--- config.mk ---
export PLATFORM = sky130hd
export DESIGN_NAME = mem_port_arbiter
export DESIGN_NICKNAME = d
export VERILOG_FILES = /design/src/rtl/mem_arb_pkg.sv /design/src/rtl/mem_arb_pick.sv /design/src/rtl/mem_port_arbiter.sv
export SDC_FILE = /design/constraint.sdc
export NUM_CORES = 1
export LEC_CHECK = 0
export ABC_AREA = 1
export CAP_MARGIN = 40
export CELL_PAD_IN_SITES_DETAIL_PLACEMENT = 1
export CELL_PAD_IN_SITES_GLOBAL_PLACEMENT = 1
export CORE_AREA = 2 2 135 137
export DETAILED_ROUTE_END_ITERATION = 10
export DIE_AREA = 0 0 137 139
export PLACE_DENSITY_LB_ADDON = 0.3
export SLEW_MARGIN = 20
export SYNTH_ARGS = -nofsm -noshare
export SYNTH_HDL_FRONTEND = slang
export SYNTH_SLANG_ARGS = --single-unit
--- constraint.sdc ---
create_clock -name clk -period 3.8 [get_ports clk]
set_clock_uncertainty 0.05 [all_clocks]
set_input_delay 0.57 -clock clk [delete_from_list [all_inputs] [get_ports clk]]
set_output_delay 0.57 -clock clk [all_outputs]
set_load 0.02 [all_outputs]
--- src/rtl/mem_arb_pkg.sv ---
// Shared types for the memory-port arbiter: FSM state encoding and requester identifiers.
package mem_arb_pkg;

    typedef enum logic [1:0] {
        ARB_IDLE  = 2'd0,
        ARB_ISSUE = 2'd1,
        ARB_WAIT  = 2'd2
    } arb_state_t;

    localparam logic ARB_M0 = 1'b0;
    localparam logic ARB_M1 = 1'b1;

endpackage

--- src/rtl/mem_arb_pick.sv ---
// Winner selection between the two requesters; purely combinational, no state.
// MEM_ARB_ROUND_ROBIN_EN: alternate on contention, otherwise m1 has fixed priority.
module mem_arb_pick
    import mem_arb_pkg::*;
(
    input  logic m0_valid,
    input  logic m1_valid,
    input  logic last,
    output logic any,
    output logic winner
);

    assign any = m0_valid | m1_valid;

`ifdef MEM_ARB_ROUND_ROBIN_EN
    // On contention the requester that did not win last time goes first.
    always_comb begin
        winner = ARB_M0;
        if (m0_valid && m1_valid) begin
            winner = ~last;
        end else if (m1_valid) begin
            winner = ARB_M1;
        end
    end
`else
    logic unused_last;
    assign unused_last = last;
    assign winner      = m1_valid ? ARB_M1 : ARB_M0;
`endif

endmodule

--- src/rtl/mem_port_arbiter.sv ---
// Shares one memory port between fetch (m0) and load/store (m1), one transaction in flight.
// Latency: ready in the request cycle, mem_valid next cycle, response passes through the cycle it arrives.
// Backpressure: mem_ready stalls ISSUE with fields held; no new grant until the response. Option: MEM_ARB_ROUND_ROBIN_EN.
module mem_port_arbiter
    import mem_arb_pkg::*;
#(
    parameter int XLEN       = 32,
    parameter int ADDR_WIDTH = 32
) (
    input  logic                  clk,
    input  logic                  reset_n,

    input  logic                  m0_valid,
    output logic                  m0_ready,
    input  logic [ADDR_WIDTH-1:0] m0_addr,
    input  logic [XLEN-1:0]       m0_wdata,
    input  logic [XLEN/8-1:0]     m0_wstrb,
    output logic                  m0_rvalid,
    output logic [XLEN-1:0]       m0_rdata,

    input  logic                  m1_valid,
    output logic                  m1_ready,
    input  logic [ADDR_WIDTH-1:0] m1_addr,
    input  logic [XLEN-1:0]       m1_wdata,
    input  logic [XLEN/8-1:0]     m1_wstrb,
    output logic                  m1_rvalid,
    output logic [XLEN-1:0]       m1_rdata,

    output logic                  mem_valid,
    input  logic                  mem_ready,
    output logic [ADDR_WIDTH-1:0] mem_addr,
    output logic [XLEN-1:0]       mem_wdata,
    output logic [XLEN/8-1:0]     mem_wstrb,
    input  logic                  mem_rvalid,
    input  logic [XLEN-1:0]       mem_rdata,

    output logic                  grant
);

    arb_state_t state;
    arb_state_t state_nxt;
    logic       pick_any;
    logic       pick_winner;
    logic       last_winner;
    logic       accept;
    logic       proto_err;

    mem_arb_pick u_pick (
        .m0_valid (m0_valid),
        .m1_valid (m1_valid),
        .last     (last_winner),
        .any      (pick_any),
        .winner   (pick_winner)
    );

`ifdef MEM_ARB_ROUND_ROBIN_EN
    // Starts at m1 so that m0 wins the first contended grant after reset.
    always_ff @(posedge clk or negedge reset_n) begin
        if (!reset_n) begin
            last_winner <= ARB_M1;
        end else if (accept) begin
            last_winner <= pick_winner;
        end
    end
`else
    assign last_winner = ARB_M1;
`endif

    // Ready is gated by reset so a held valid is never accepted while reset is low.
    assign accept = (state == ARB_IDLE) && pick_any && reset_n;

    always_comb begin
        state_nxt = state;
        unique case (state)
            ARB_IDLE:  if (pick_any)   state_nxt = ARB_ISSUE;
            ARB_ISSUE: if (mem_ready)  state_nxt = ARB_WAIT;
            ARB_WAIT:  if (mem_rvalid) state_nxt = ARB_IDLE;
            default:                   state_nxt = ARB_IDLE;
        endcase
    end

    always_ff @(posedge clk or negedge reset_n) begin
        if (!reset_n) begin
            state     <= ARB_IDLE;
            grant     <= ARB_M0;
            mem_addr  <= '0;
            mem_wdata <= '0;
            mem_wstrb <= '0;
        end else begin
            state <= state_nxt;
            if (accept) begin
                grant     <= pick_winner;
                mem_addr  <= (pick_winner == ARB_M1) ? m1_addr  : m0_addr;
                mem_wdata <= (pick_winner == ARB_M1) ? m1_wdata : m0_wdata;
                mem_wstrb <= (pick_winner == ARB_M1) ? m1_wstrb : m0_wstrb;
            end
        end
    end

    // Sticky flag: memory answered with no transaction waiting for a response.
    always_ff @(posedge clk or negedge reset_n) begin
        if (!reset_n) begin
            proto_err <= 1'b0;
        end else begin
            proto_err <= proto_err | (mem_rvalid && (state != ARB_WAIT));
        end
    end

    assign m0_ready  = accept && (pick_winner == ARB_M0);
    assign m1_ready  = accept && (pick_winner == ARB_M1);
    assign mem_valid = (state == ARB_ISSUE);
    assign m0_rvalid = (state == ARB_WAIT) && mem_rvalid && (grant == ARB_M0);
    assign m1_rvalid = (state == ARB_WAIT) && mem_rvalid && (grant == ARB_M1);
    assign m0_rdata  = mem_rdata;
    assign m1_rdata  = mem_rdata;

endmodule
==> results of run 1 <==
-- cell type report --
| cell class | count | share of cell area |
|---|---|---|
| well taps | 229 | 0.0455 |
| inverters | 7 | 0.00417 |
| repair buffers | 223 | 0.350 |
| flip-flops and latches | 71 | 0.282 |
| clock inverters | 4 | 0.00715 |
| multi-input cells | 426 | 0.273 |
| clock buffers | 12 | 0.0391 |
-- routing by layer --
layer,up-vias,part of all wire,GRT usage
li1,2062,-,-
met1,1993,0.40,0.171
met2,149,0.50,0.252
met3,28,0.081,0.0376
met4,0,0.019,0.0564
met5,-,0,0
-- kinds of logic (layout without fill, tap and decap cells) --
family,Yosys count,count (layout)
and+or+nand+nor,424,424
buffers and inverters,107,246
DFF,71,71
AOI/OAI and AO/OA,2,2
-- where the power goes --
part | total [uW] | internal [uW] | switching (uW)
clock network | 831 | 523 | 308
registers | 1300 | 1100 | 206
logic | 2080 | 926 | 1150
total | 4210 | 2550 | 1660
-- synthesized netlist by cell type --
cell      number  area (sq um)
nand4_1        1          6.26
inv_2          3          11.3
nor2_1         4          15.0
buf_1          3          11.3
o31ai_1        1          7.51
clkbuf_1      18          67.6
nand3_1       70           350
nor2_2         1          6.26
nand2_2        1          6.26
dfrtp_1       71          1780
o21ai_1        1          5.00
nor2_4         1          11.3
nand2_1      345          1290
buf_2          9          45.0
buf_4         70           526
nand3_2        1          10.0
inv_1          4          15.0
-- metrics by stage --
stage               total power [uW]  worst slack (ns)  hold WS, ns
finish                          4210              1.05        0.144
global route                    4510             0.938        0.178
CTS                             4300              1.02        0.151
detailed placement              3430              1.12        0.414
global placement                3370              1.14        0.410
floorplan                       2420              1.78        0.224
-- worst min path at each step --
stage	endpoint	slack [ns]	depth (start not counted)
floorplan	grant	0.22	0
global placement	mem_addr[2]	0.41	2
detailed placement	mem_addr[27]	0.41	2
finish	grant	0.14	1
global route	grant	0.18	1
CTS	grant	0.15	1
-- state kept, by name (all words and copies together), names as in the netlist --
name / flops
grant: 1
mem_addr: 32
state: 2
mem_wstrb: 4
mem_wdata: 32
==> summary.md, run 1 <==
| Metric | Value |
|---|---|
| Outcome | finished, final reports clean |
| Initial Utilization | 0.236 |
| Later-pin clock latency in the skew report | 0.33 ns |
| CP Class | reg2out |
| Final antenna-violating net count | 0 |
| Critical path launch point type | flip-flop |
| CTS Buffer Depth | 2 |
| Vias | 4232 |
| CTS root buf | clkbuf_16 |
| Number of distinct library cells after synthesis | 17 |
| Share of cells above drive strength 1 | 0.0417 |
| Synth Area in XOR/XNOR | 0 |
| Fill cell count | 2163 |
| Worst hold path type | in2async |
| Cell family with most CP delay | buffers and inverters |
| Critical Path Sink Type | output pin |
| Final hold violation count | 0 |
| Max-slew violations | 0 |
| GRT Residual Overflow | 0 |
| Most frequent cells in the layout | 345 x nand2_1, 213 x clkdlybuf4s50_1, 71 x dfrtp_1, 70 x nand3_1 |
| Detailed Routing Iterations Pass 1 | 4 |
| RSZ-0062 raised after global routing | false |
| Syn Area/Cell | 6.90 sq um |
| Post-route DRC | 0 |
| Post-cts resize count | 0 |
| Largest net degree at the start of global routing | 69 |
| Clock Sinks | 71 |
| Placed standard-cell area | approximately 6000 sq um |
| Die X | 137 microns |
| Post-DR wirelength/cell | 14.2 microns |
| Synthesized Nets | between 700 and 800 |
| Cells on worst reg2reg path | 6 |
| GPL Wtd Cong | roughly 0.72 |
| Max Fclk | 0.364 GHz |
| Max-cap violations | 0 |
| DP HPWL | 10400 microns |
| CTS Hold Bufs | 0 |
| Port bufs | 215 |
| First-pass GRT wire length | around 22000 microns |
| Die area | 19000 sq um |
| Synthesized flop and latch total | 71 |
| Peak supply drop | 229 uV |
| Multi-input gate area | about 1700 sq um |
| # rows | between 40 and 50 |
| Post-Syn Area | 4170 sq um |
| H-Tree Level Count | 3 |
| Reg2reg start | state[1] |
| Number of I/O pins | 312 |
| CP max stage delay | 0.61 ns |
| Placed insts | 956 |
| CP Cell Sequence | nor2_4 > buf_4 > nand4_1 > inv_1 > clkdlybuf4s50_1 |
| GRT Total Usage | 0.146 |
| Design area | 6300 sq um |
| Worst Setup EP | m1_ready |
| CTS buffer count | 9 |
| Initial drt markers | ~130 |
| Reg area | between 1500 and 2000 sq um |
| Critical Path Source | state[1] |
| Synth Area in Adders | 0 |
| Critical path depth | 5 |
| Most common cell after layout, fill and taps aside | nand2_1 |
| CORE AREA | 17700 sq um |
| Simple-gate area share of the yosys netlist | 0.408 |
| Post-layout nets | between 900 and 1000 |
| Slowest CP cell | clkdlybuf4s50_1 |
| TNS Setup | 0 ns |
| Count of final setup violators | 0 |
| Sequential-to-total area share from yosys stat | 0.427 |
| CTS tree | built |
| Critical path buffers and inverters | 3 |
| Leak | about 0.0031 uW |
| Initial antenna violation count | 0 |
| FF-to-FF End | mem_wdata[27] |
| Antenna Cells | 0 |
| Area grow syn2layout | 51.3% |
| Mux share of post-synthesis cell area | 0 |
| Minimum clock period | roughly 2.7 ns |
| Pwr dens | 668 nW/um^2 |
| Vias per inst | about 4.4 |
| Setup Buffers After CTS | 0 |
| Crit share post-route | 0.723 |
| Non-filler instance count after layout | between 900 and 1000 |
| Crit Path Max Fanout | 38 |
| Final wirelength | 13800 microns |
| Crit path arrival time | 2.13 ns |
| Data required time of the worst path | 3.18 ns |
| Slew @ Worst Pin | about 0.70 ns |
| Largest family of logic cells by synthesized area | simple AND/OR/NAND/NOR gates |
| Ys Warns | 0 |
| Vias in the first global route | ~4400 |
| Compound-Gate Fraction of Synth Area | 0.00300 |
| Post-Syn Instances | 604 |
| Clock transition at path regs | 0.05 ns |
| Die H | 139 microns |
| Worst relative slew slack | 0.531 |
| Reg-to-reg slack, setup | 2.08 ns |
| Post-layout util | 0.357 |
Power figures use the tool's default switching activity.
==> inputs of run 2 (changes only) <==
--- a/config.mk
+++ b/config.mk
@@ -9,9 +9,9 @@
 export CAP_MARGIN = 40
 export CELL_PAD_IN_SITES_DETAIL_PLACEMENT = 1
 export CELL_PAD_IN_SITES_GLOBAL_PLACEMENT = 1
-export CORE_AREA = 2 2 135 137
+export CORE_AREA = 2 2 148 150
 export DETAILED_ROUTE_END_ITERATION = 10
-export DIE_AREA = 0 0 137 139
+export DIE_AREA = 0 0 150 152
 export PLACE_DENSITY_LB_ADDON = 0.3
 export SLEW_MARGIN = 20
 export SYNTH_ARGS = -nofsm -noshare
==> constraint.sdc (replaced) <==
create_clock -name clk -period 2.42 [get_ports clk]
set_clock_uncertainty 0.05 [all_clocks]
set_input_delay 0.363 -clock clk [delete_from_list [all_inputs] [get_ports clk]]
set_output_delay 0.363 -clock clk [all_outputs]
set_load 0.02 [all_outputs]
==> run 2 against run 1 <==
Against the previous run: non-clock buffer count increased by 4; final cell count grew 5.7%; sequential power is 56% higher; design area up 1.8%; die area up 20%; first-iteration DRC count grew 6.0%; critical path type unchanged.
==> summary.md, run 2 (same netlist as run 1, synthesis figures left out) <==
| Metric | Value |
|---|---|
| Outcome | finished, final reports clean (unchanged) |
| CTS Hold Bufs | 0 (unchanged) |
| Part of the power in combinational logic | 0.492 (was 0.493) |
| Slew @ Worst Pin | 0.760 ns (was 0.703 ns) |
| Final hold violation count | 0 (unchanged) |
| Vias | 4184 (was 4232) |
| H-Tree Level Count | 3 (unchanged) |
| Post-DR wirelength/cell | 14.5 microns (was 14.2 microns) |
| Pre-CTS setup slack | 0.193 ns (was 1.12 ns) |
| Data required time of the worst path | 2.01 ns (was 3.18 ns) |
| First-pass GRT wire length | 23300 microns (was 22100 microns) |
| DP HPWL | 10800 microns (was 10400 microns) |
| Leak | 0.00318 uW (was 0.00315 uW) |
| Max-cap violations | 0 (unchanged) |
| Sw power | 2660 uW (was 1660 uW) |
| Reg-to-reg slack, setup | 0.44 ns (was 2.08 ns) |
| Critical path launch point type | flip-flop (unchanged) |
| CTS Buffer Depth | 2 (unchanged) |
| Clock Sinks | 71 (unchanged) |
| Reg2reg start | state[1] (unchanged) |
| Worst hold path type | in2async (unchanged) |
| Most common cell after layout, fill and taps aside | nand2_1 (unchanged) |
| Placed insts | 1011 (was 956) |
| Max-slew violations | 0 (unchanged) |
| Clk pwr share | 0.207 (was 0.197) |
| CTS tree | built (unchanged) |
| Count of final setup violators | 0 (unchanged) |
| GPL Wtd Cong | 0.682 (was 0.721) |
| Sw frac | 0.396 (was 0.395) |
| Vias in the first global route | 4335 (was 4441) |
| Later-pin clock latency in the skew report | 0.33 ns (about the same) |
| Number of I/O pins | 312 (unchanged) |
| Die X | 150 microns (was 137 microns) |
| Initial antenna violation count | 0 (unchanged) |
| Pwr dens | 1050 nW/um^2 (was 668 nW/um^2) |
| Port bufs | 215 (unchanged) |
| Minimum clock period | 2.22 ns |
| CP Class | reg2out (unchanged) |
| Largest net degree at the start of global routing | 69 (unchanged) |
| Area grow syn2layout | 54.0% (was 51.3%) |
| Final wirelength | 14900 microns (was 13800 microns) |
| Placed standard-cell area | 6110 sq um (was 6010 sq um) |
| Setup Buffers After CTS | 0 (unchanged) |
| Vias per inst | 4.07 (was 4.35) |
| FF-to-FF End | mem_wdata[1] (was mem_wdata[27]) |
| Post-layout util | 0.301 (was 0.357) |
| Worst Setup EP | m1_ready (unchanged) |
| CTS root buf | clkbuf_16 (unchanged) |
| Worst relative slew slack | 0.493 (was 0.531) |
| Multi-input gate area | 1720 sq um (unchanged) |
| CORE AREA | 21400 sq um (was 17700 sq um) |
| PnR worst setup slack | 0.199 ns (was 1.05 ns) |
| Peak supply drop | 299 uV (was 229 uV) |
| Share of cells above drive strength 1 | 0.0482 (was 0.0417) |
| Initial Utilization | 0.195 (was 0.236) |
| Largest regs | mem_addr x32, mem_wdata x32, mem_wstrb x4 (unchanged) |
| # rows | 54 (was 49) |
| Most frequent cells in the layout | 345 x nand2_1, 213 x clkdlybuf4s50_1, 71 x dfrtp_1, 70 x nand3_1, 13 x buf_4 (was 345 x nand2_1, 213 x clkdlybuf4s50_1, 71 x dfrtp_1, 70 x nand3_1) |
| Cells on worst reg2reg path | 6 (unchanged) |
| CTS buffer count | 9 (unchanged) |
| Crit share post-route | 0.918 |
| Max Fclk | approximately 0.45 GHz |
| Detailed Routing Iterations Pass 1 | 4 (unchanged) |
| Fill cell count | 2607 (was 2163) |
| TNS Setup | 0 ns (unchanged) |
| Final antenna-violating net count | 0 (unchanged) |
| Clock transition at path regs | 0.06 ns (was 0.05 ns) |
| Crit path arrival time | 1.81 ns (was 2.13 ns) |
| Critical Path Source | state[1] (unchanged) |
| Post-route DRC | 0 (unchanged) |
| GRT Total Usage | 0.130 (was 0.146) |
| Design area | 6420 sq um (was 6300 sq um) |
| GRT Residual Overflow | 0 (unchanged) |
| RSZ-0062 raised after global routing | false (unchanged) |
| Die area | 22800 sq um (was 19000 sq um) |
| Die H | 152 microns (was 139 microns) |
| Post-cts resize count | 0 (unchanged) |
| Internal power | 4060 uW (was 2550 uW) |
| Non-filler instance count after layout | 1027 (was 972) |
| Antenna Cells | 0 (unchanged) |
| Critical Path Sink Type | output pin (unchanged) |
| Reg area | 1780 sq um (unchanged) |
| Seq pwr share | 0.301 (was 0.310) |
| Post-layout nets | 916 (was 912) |
| Initial drt markers | 141 (was 133) |
| Crit Path Max Fanout | 5 (was 38) |
run 2: changes by cell type in the layout (fill, tap and decap cells not counted), sizes merged:
| cell | delta |
|---|---|
| clkinv | -1 |
| clkbuf | +1 |
| buf | +4 |
run 2: power groups by stage:
stage          sequential (uW)  combinational, uW  clock, uW
2_1_floorplan             2660               1130          0
3_3_place_gp              2040               3370          0
3_5_place_dp              2050               3390          0
4_1_cts                   2040               3400       1450
5_1_grt                   2100               3610       1500
6_report                  2030               3310       1390
run 2: per-stage QoR:
step | hold slack, ns | power (uW)
2_1_floorplan | 0.0174 | 3800
3_3_place_gp | 0.403 | 5410
3_5_place_dp | 0.404 | 5430
4_1_cts | 0.0315 | 6890
5_1_grt | 0.0399 | 7210
6_report | 0.0271 | 6720
run 2: area by class of cell:
type	count	share of cell area
repair buffers	227	0.348
flip-flops and latches	71	0.277
multi-input cells	426	0.268
well taps	280	0.0546
clock buffers	13	0.0421
clock inverters	3	0.00624
inverters	7	0.00410
run 2: how the worst min path moves through the flow:
stage	from	to	slack (ns)	cells after the start
final	reset_n	mem_addr[5]	0.03	2
after global routing	reset_n	mem_addr[5]	0.04	2
after CTS	reset_n	mem_addr[5]	0.03	2
after detailed placement	reset_n	mem_addr[5]	0.40	2
after global placement	reset_n	mem_addr[5]	0.40	2
after floorplan	reset_n	grant	0.02	0
run 2: worst max-delay path, stage by stage (launching register included):
cell             delay [ns]
dfrtp_1                0.45
nor2_4                 0.19
nand4_1                0.14
inv_1                  0.07
clkdlybuf4s50_1        0.63
run 2: metal layers:
layer | track usage | up-vias | routed length [microns]
met4 | 0.0386 | 0 | 243
met1 | 0.149 | 1956 | 6140
met3 | 0.0408 | 25 | 1080
met2 | 0.229 | 131 | 7430
met5 | 0 | - | 0
li1 | - | 2072 | -
